<file path="src/rtl/cmp_pkg.sv">
// cmp_pkg: shared types and constants for the serial magnitude comparator.
// Holds the FSM state enum, the default operand width and the eq/gt reset values.
package cmp_pkg;

   typedef enum logic [1:0] {
      IDLE = 2'd0,
      RUN  = 2'd1,
      DONE = 2'd2
   } cmp_state_t;

   localparam int   CMP_W_DEFAULT = 8;
   localparam logic CMP_EQ_RST    = 1'b1;
   localparam logic CMP_GT_RST    = 1'b0;

endpackage

</file>
<file path="src/rtl/cmp1_cell.sv">
// cmp1_cell: combinational one-bit eq/gt cascade cell, MSB-first resolution.
// Ports: ai, bi (operand bits), eq_i, gt_i (incoming flags), eq_o, gt_o (updated flags).
module cmp1_cell (
   input  logic ai,
   input  logic bi,
   input  logic eq_i,
   input  logic gt_i,
   output logic eq_o,
   output logic gt_o
);

   // Once the higher bits differ, the decision is frozen.
   assign eq_o = eq_i & ~(ai ^ bi);
   assign gt_o = eq_i ? (ai & ~bi) : gt_i;

endmodule

</file>
<file path="src/rtl/serial_cmp_seq.sv">
// serial_cmp_seq: bit-serial MSB-first unsigned comparator, one bit per clock.
// Ports: clk, rst (sync, active-high), start, a, b, eq_in, gt_in in;
//        busy, done (one-cycle pulse), eq, gt (registered results) out.
// Build option: define CMP_CASCADE_IN_EN to seed the working flags from eq_in/gt_in.
module serial_cmp_seq
   import cmp_pkg::*;
#(
   parameter int WIDTH = CMP_W_DEFAULT
) (
   input  logic             clk,
   input  logic             rst,
   input  logic             start,
   input  logic [WIDTH-1:0] a,
   input  logic [WIDTH-1:0] b,
   input  logic             eq_in,
   input  logic             gt_in,
   output logic             busy,
   output logic             done,
   output logic             eq,
   output logic             gt
);

   localparam int CW = $clog2(WIDTH + 1);

   cmp_state_t       r_state;
   cmp_state_t       w_state_nxt;
   logic [WIDTH-1:0] r_a;
   logic [WIDTH-1:0] r_b;
   logic [CW-1:0]    r_cnt;
   logic             r_weq;
   logic             r_wgt;
   logic             r_eq;
   logic             r_gt;
   logic             w_load;
   logic             w_last;
   logic             w_eq_nxt;
   logic             w_gt_nxt;
   logic             w_seed_eq;
   logic             w_seed_gt;

`ifdef CMP_CASCADE_IN_EN
   assign w_seed_eq = eq_in;
   assign w_seed_gt = gt_in;
`else
   logic w_unused;
   assign w_unused  = ^{eq_in, gt_in};
   assign w_seed_eq = 1'b1;
   assign w_seed_gt = 1'b0;
`endif

   assign w_last = (r_cnt == CW'(WIDTH - 1));

   cmp1_cell u_cell (
      .ai   (r_a[WIDTH-1]),
      .bi   (r_b[WIDTH-1]),
      .eq_i (r_weq),
      .gt_i (r_wgt),
      .eq_o (w_eq_nxt),
      .gt_o (w_gt_nxt)
   );

   always_ff @(posedge clk) begin
      if (rst) r_state <= IDLE;
      else     r_state <= w_state_nxt;
   end

   always_comb begin
      w_state_nxt = r_state;
      busy        = 1'b0;
      done        = 1'b0;
      w_load      = 1'b0;
      unique case (r_state)
         IDLE: begin
            if (start) begin
               w_load      = 1'b1;
               w_state_nxt = RUN;
            end
         end
         RUN: begin
            busy = 1'b1;
            if (w_last) w_state_nxt = DONE;
         end
         DONE: begin
            done = 1'b1;
            if (start) begin
               w_load      = 1'b1;
               w_state_nxt = RUN;
            end else begin
               w_state_nxt = IDLE;
            end
         end
         default: w_state_nxt = IDLE;
      endcase
   end

   always_ff @(posedge clk) begin
      if (rst) begin
         r_a   <= '0;
         r_b   <= '0;
         r_cnt <= '0;
         r_weq <= 1'b1;
         r_wgt <= 1'b0;
         r_eq  <= CMP_EQ_RST;
         r_gt  <= CMP_GT_RST;
      end else if (w_load) begin
         r_a   <= a;
         r_b   <= b;
         r_cnt <= '0;
         r_weq <= w_seed_eq;
         r_wgt <= w_seed_gt;
      end else if (r_state == RUN) begin
         r_a   <= {r_a[WIDTH-2:0], 1'b0};
         r_b   <= {r_b[WIDTH-2:0], 1'b0};
         r_cnt <= r_cnt + CW'(1);
         r_weq <= w_eq_nxt;
         r_wgt <= w_gt_nxt;
         if (w_last) begin
            r_eq <= w_eq_nxt;
            r_gt <= w_gt_nxt;
         end
      end
   end

   assign eq = r_eq;
   assign gt = r_gt;

endmodule

</file>
<file path="config.mk">
export PLATFORM = sky130hd
export DESIGN_NAME = serial_cmp_seq
export DESIGN_NICKNAME = d
export VERILOG_FILES = /design/src/rtl/cmp_pkg.sv /design/src/rtl/cmp1_cell.sv /design/src/rtl/serial_cmp_seq.sv
export SDC_FILE = /design/constraint.sdc
export NUM_CORES = 1
export LEC_CHECK = 0
export ABC_CLOCK_PERIOD_IN_PS = 1060
export CORE_UTILIZATION = 43
export CTS_BUF_LIST = sky130_fd_sc_hd__clkbuf_16
export DETAILED_ROUTE_END_ITERATION = 7
export GPL_ROUTABILITY_DRIVEN = 1
export PLACE_DENSITY = 0.85
export SYNTH_ARGS = -nofsm -noshare
export SYNTH_HDL_FRONTEND = slang
export SYNTH_HIERARCHICAL = 1
export SYNTH_SLANG_ARGS = --single-unit
</file>
<file path="constraint.sdc">
create_clock -name clk -period 1.06 [get_ports clk]
set_input_delay 0.265 -clock clk [delete_from_list [all_inputs] [get_ports clk]]
set_output_delay 0.265 -clock clk [all_outputs]
set_load 0.005 [all_outputs]
</file>
### After elaboration in Yosys (flattened, before gate mapping)

Cells that the tools add are included.
Widths: inputs -> output; s select.

| word-level totals | value |
|---|---|
| output and inout bits | 4 |
| bits of input ports | 21 |
| word-level logic and storage cells | 39 |
| bits in registers | 26 |

| operators by class | value |
|---|---|
| equality and inequality tests | 5 |
| bitwise gates (word level) | 6 |
| muxes and demuxes | 13 |
| reduce and logical (&&, ||, !) cells | 6 |
| add/subtract/negate cells | 1 |

Operator list:

| cell | number |
|---|---|
| $mux 8 | 4 |
| $mux 1 | 6 |
| $pmux 2 s3 | 1 |
| $add 4x1->4 const B | 1 |
| $eq 4x3->1 const B | 1 |
| $mux 2 | 2 |
| $ne 2x2->1 const B | 2 |
| $reduce_or 2->1 | 2 |
| $not 1->1 | 3 |
| $reduce_and 3->1 | 1 |
| $and 1x1->1 | 2 |
| $eq 2x1->1 const B | 1 |
| $eq 2x2->1 const B | 1 |
| $logic_not 2->1 | 1 |
| $reduce_and 2->1 | 1 |
| $reduce_bool 2->1 | 1 |
| $xor 1x1->1 | 1 |

### Depth between registers and ports, before layout

| depth | value |
|---|---|
| depth in word-level cells | 5 |
| mapped depth | 5 |
| mapped depth without buffers | 5 |

### By module

The synthesis kept the hierarchy.

By module, submodules not included:

| module | cells each | sequential area each (µm²) | times used | area each (µm²) |
|---|---|---|---|---|
| serial_cmp_seq | 121 | 520.5 | 1 | 1053.5 |
| cmp1_cell | 4 | 0.0 | 1 | 38.8 |

### Least setup slack after synthesis

Ideal clock, no wire load.

| timing path | value |
|---|---|
| kind | register to register |
| from | register r_cnt[0] |
| to | register r_eq (netlist: eq) |
| path buffers | 0 |
| data arrival time | 1.050 ns |
| cell stages (with the launch flop) | 5 |
| data required time | 0.940 ns |
| path slack | -0.110 ns |
| setup time | 0.120 ns |
| period minus slack after synthesis | 1.170 ns |
| path through | dfxtp_1 -> ha_1 -> nand3b_1 -> o21a_1 -> a211o_1 |

| on the way | value |
|---|---|
| word-level cells in the longest chain between the ends | 2 |

RTL lines:

| element | RTL line | RTL |
|---|---|---|
| start: declaration | serial_cmp_seq.sv:29 | `logic [CW-1:0] r_cnt;` |
| start signal: assignment | serial_cmp_seq.sv:114 | `r_cnt <= r_cnt + CW'(1);` |
| $eq 4x3->1 | serial_cmp_seq.sv:51 | `assign w_last = (r_cnt == CW'(WIDTH - 1));` |
| $reduce_and 3->1 (no source line) | n/a |  |
| end signal: assignment | serial_cmp_seq.sv:118 | `r_eq <= w_eq_nxt;` |
| end: declaration | serial_cmp_seq.sv:32 | `logic r_eq;` |

No other way between the ends.
A chain may end at the register's enable or synchronous reset.

### Worst setup path after layout

| timing path | value |
|---|---|
| from | register r_state[0] |
| to | register r_a[0] |

| on the way | value |
|---|---|
| word-level cells in the longest chain between the ends | 4 |
| elaborated cells on any way between the ends | 7 |
| those cells by class | 2 x eq/ne; 2 x mux; 3 x reduce/logical |

RTL lines:

| element | RTL line | RTL |
|---|---|---|
| start: declaration | serial_cmp_seq.sv:25 | `cmp_state_t r_state;` |
| start signal: assignment | serial_cmp_seq.sv:64 | `else r_state <= w_state_nxt;` |
| $eq 2x2->1 or $logic_not 2->1 (tied branches) | serial_cmp_seq.sv:72 | `unique case (r_state)` |
| $reduce_or 2->1 (no source line) | n/a |  |
| $mux 1 | n/a |  |
| $mux 8 or $reduce_bool 2->1 (tied branches) | n/a |  |
| end signal: assignment | serial_cmp_seq.sv:112 | `r_a <= {r_a[WIDTH-2:0], 1'b0};` |
| end: declaration | serial_cmp_seq.sv:27 | `logic [WIDTH-1:0] r_a;` |

Several ways; a longest one is shown, not always the timed one.

==> results list <==
- Run status: finished with violations
* Violated checks: setup timing
- Between clock sinks in the finished design, the worst skew comes to 4.65 ps.
* Pin count of the biggest net entering global routing: 21
- The critical path goes through buf_6 -> and2b_4 -> mux2i_1 -> nor3_1.
- Subtracting the final worst setup slack from the clock period gives 1260 ps.
* Flip-flop cell with the highest count after synthesis: sky130_fd_sc_hd__dfxtp_1
- Static timing analysis puts the maximum clock frequency at 0.791 GHz.
* Routed wire length per instance: 20.7 um
- In this run, the number of DRC markers left after iteration 0 of detailed routing was 31.
* EDFF count, synth: 0
- Worst setup path class: register to register
* Level count of the clock H-tree: 1
- Global routing used 25.7% of the available tracks.
- Sum of overflow across all layers after global routing: 0
* Wire length of the first global-routing pass: 5.00 mm
- The worst setup path is captured at a register.
* Count of buffering cells on the critical path with inverters included: 1
* Remaining antenna violation count after routing: 0
- The largest total area in the synthesized netlist belongs to sky130_fd_sc_hd__dfxtp_1.
- Worst-case clock buffer depth: 2
- DP Area: 0.00143 mm2
- Startpoint type of the worst setup path: register
- During I/O placement, the number of pins put on the boundary was 25.
* Via density per instance: 6.12
* Number of cells on the worst reg-to-reg path: 4
- Syn Nets: 148
* Vias in the first global route: 1017
* Number of instances in the synthesized netlist: 125
- The count of buffers added on input and output ports is 22.
* Clock tree from TritonCTS: yes
* Post-layout net count: 188
- Fraction of registers with async set or reset after synthesis: 0%
- Vias post-DR: 1175
* Routing usage on met1: 32.5%
- The cell family contributing the most delay on the critical path is simple AND/OR/NAND/NOR gates.
* Post-synthesis to final-layout area growth: 73.9%
- Max-cap violations in this run came to 0.
- Routability-driven placement finished with a final weighted congestion of 0.809.
* Data required time at the worst endpoint: 1210 ps
- Number of setup violations in the final report: 28
- A synthesized cell averages 8.74 um2.
* Starting density of the core: 47.5%
- In this run the power density over the cells is 1340 mW/mm2.
* Sink count of the clock tree: 26
* Relative max-transition margin: 84.6%
- Once routing completed, OpenROAD measured the worst setup slack at -205 ps.
- VDD sags by at most 0.00139 V.
* Die X: 52.4 um
- Die area: 0.00275 mm2
- Placeable core region: 0.00230 mm2
- Clock tree synthesis inserted a total of 3 buffers.
- Tcrit/Tclk final: 119%
* Antenna violations before repair: 0
- Setup repair after global routing could not meet its margin everywhere.
- Leakage component of the power: 0.703 nW
- Worst path depth: 4
- Count of antenna diodes in the layout: 0
- Area share of the largest cell type after synthesis: 47.7%
- Before antenna repair, the detailed router went through 4 iterations.
- The largest single stage delay on the critical path is 360 ps.
* Combined area of all synthesized cells: 0.00109 mm2
* Reg clk slew, reported paths: 70 ps
- In this run, synthesis produced a sequential element count of 26.
- Main area contributors after synthesis: sky130_fd_sc_hd__dfxtp_1 (48%), sky130_fd_sc_hd__a21oi_1 (6.9%), sky130_fd_sc_hd__a22oi_1 (6.9%)
- In the routed design, unresolved DRC markers number 0.
- Clock Root Buffer: sky130_fd_sc_hd__clkbuf_16
* Distinct cell type count after synthesis: 29
- The global routing stage identified its most utilized layer as met2.
- Die height: 52.4 um
- Post-route standard cell area excluding fillers: 0.00190 mm2
- CTS Hold Bufs: 0
- The count of endpoints failing hold in the final timing report is 0.
- Along the worst hold path, the cell count comes to 3.
* Max-slew violation count: 0
- GR met3 Demand/Resource: 4.64%
- The Yosys step of the flow raised 6 warnings.
- Proportion of layout cells with a drive suffix above 1: 45.7%
* Power consumption: 2.54 mW
- For this run, global-route usage on met2 was measured as 41.8%.
- Final-layout worst hold slack: 440 ps
- Detailed placement finished with a half-perimeter wire length of 1.74 mm.
* CP arrival: 1420 ps
- Worst min-delay path class: primary input to register
- In this run the worst path has a maximum fanout of 6.
* Number of placement rows: 17
* Clock latency reported for the late side of the worst-skew pair: 270 ps
- Transition time at the pin with the least slew margin: 225 ps
- The largest individual stage delay along the critical path comes from the cell sky130_fd_sc_hd__dfxtp_4.
- Sequential-to-total area share from yosys stat: 47.7%
- The routed design has 3.98 mm of wire.
==> cell usage in the layout (no fill, tap or decap), types with 3 or more instances in the layout <==
| cell type | n |
|---|---|
| sky130_fd_sc_hd__nor2_1 | 3 |
| sky130_fd_sc_hd__clkbuf_16 | 5 |
| sky130_fd_sc_hd__dfxtp_2 | 5 |
| sky130_fd_sc_hd__nand2_1 | 14 |
| sky130_fd_sc_hd__a21oi_2 | 9 |
| sky130_fd_sc_hd__buf_12 | 4 |
| sky130_fd_sc_hd__a22oi_2 | 9 |
| sky130_fd_sc_hd__nand3_2 | 4 |
| sky130_fd_sc_hd__a21oi_1 | 6 |
| sky130_fd_sc_hd__buf_4 | 9 |
| sky130_fd_sc_hd__dfxtp_1 | 20 |
| sky130_fd_sc_hd__buf_6 | 5 |
| sky130_fd_sc_hd__nand3_1 | 6 |
| sky130_fd_sc_hd__nor3_1 | 3 |
| sky130_fd_sc_hd__o21ai_2 | 3 |
| sky130_fd_sc_hd__clkdlybuf4s50_1 | 16 |
| sky130_fd_sc_hd__a31oi_1 | 3 |
==> flip-flops by register name, summed over array words and instances (netlist names) <==
register,count
eq,1
r_a,8
r_state,2
r_b,8
r_cnt,4
gt,1
r_wgt,1
r_weq,1
==> power breakdown <==
group | internal [mW] | switching [mW]
registers | 1.03 | 0.0527
clock network | 0.506 | 0.346
logic | 0.324 | 0.274
total | 1.86 | 0.673
==> cells by family (layout without fill, tap and decap cells) <==
kind of cell    after synthesis  after routing  synth area share, %
compound gates               35             35                 19.4
xor+xnor                      2              2                 1.60
fa+ha+maj                     2              2                 2.29
buf+inv                      12             50                 5.61
flops                        26             26                 47.7
mux                           3              3                 3.21
simple gates                 45             46                 20.3
==> area by class of cell <==
| class | count | area, um2 |
|---|---|---|
| multi-input combinational | 88 | 722 |
| timing repair buffer | 43 | 515 |
| sequential | 26 | 531 |
| inverter | 3 | 17.5 |
| tap | 28 | 35.0 |
| fill | 137 | 398 |
| clock inverter | 1 | 3.75 |
| clock buffer | 3 | 75.1 |
==> metal layers <==
metal,share of wire (%),vias to the layer above,wire length (um)
met3,8.2,14,327
met4,3.6,0,144
met2,49,67,1960
met1,39,568,1550
met5,0,-,0
li1,-,526,-
==> per-stage QoR <==
step                      setup slack, ps  setup TNS, ps  instances  utilization, %
after floorplan                     -40.4          -40.4        125               -
after global placement               -330          -6170        178            62.2
after detailed placement             -346          -6860        178            62.2
after CTS                            -105          -1220        187            71.3
after global routing                 -238          -3180        192            82.7
final                                -205          -2520        192            82.7
==> synthesized netlist by cell type (all sizes together) (2+ instances only) <==
library cell / instances
nor2: 4
a21oi: 15
a31oi: 3
nand2b: 2
ha: 2
nor3: 4
a22oi: 10
o21ai: 4
buf: 7
nand3: 12
dfxtp: 26
nand2: 16
clkbuf: 2
nand3b: 2
inv: 3
mux2i: 2
==> worst min-delay path: stages <==
cell and delay (ps):
sky130_fd_sc_hd__dlymetal6s2s_1 150, sky130_fd_sc_hd__buf_4 200, sky130_fd_sc_hd__a21oi_2 40
==> final timing paths <==
| path | slack (ps) | endpoint | startpoint |
|---|---|---|---|
| max | -200 | r_a[0] | r_state[0] |
| max reg2reg | -200 | r_a[0] | r_state[0] |
| min reg2reg | 480 | r_b[6] | r_b[6] |
| min | 440 | r_a[3] | rst |
==> repair_timing <==
action / CTS / global route
endpoints found under the setup margin: 28 / 29
buffers inserted: 2 / 3
gates resized for setup: 35 / 45
cloned: 3 / 2
pin swaps: 6 / 15
Note: power is estimated with default switching activity, not from simulation.
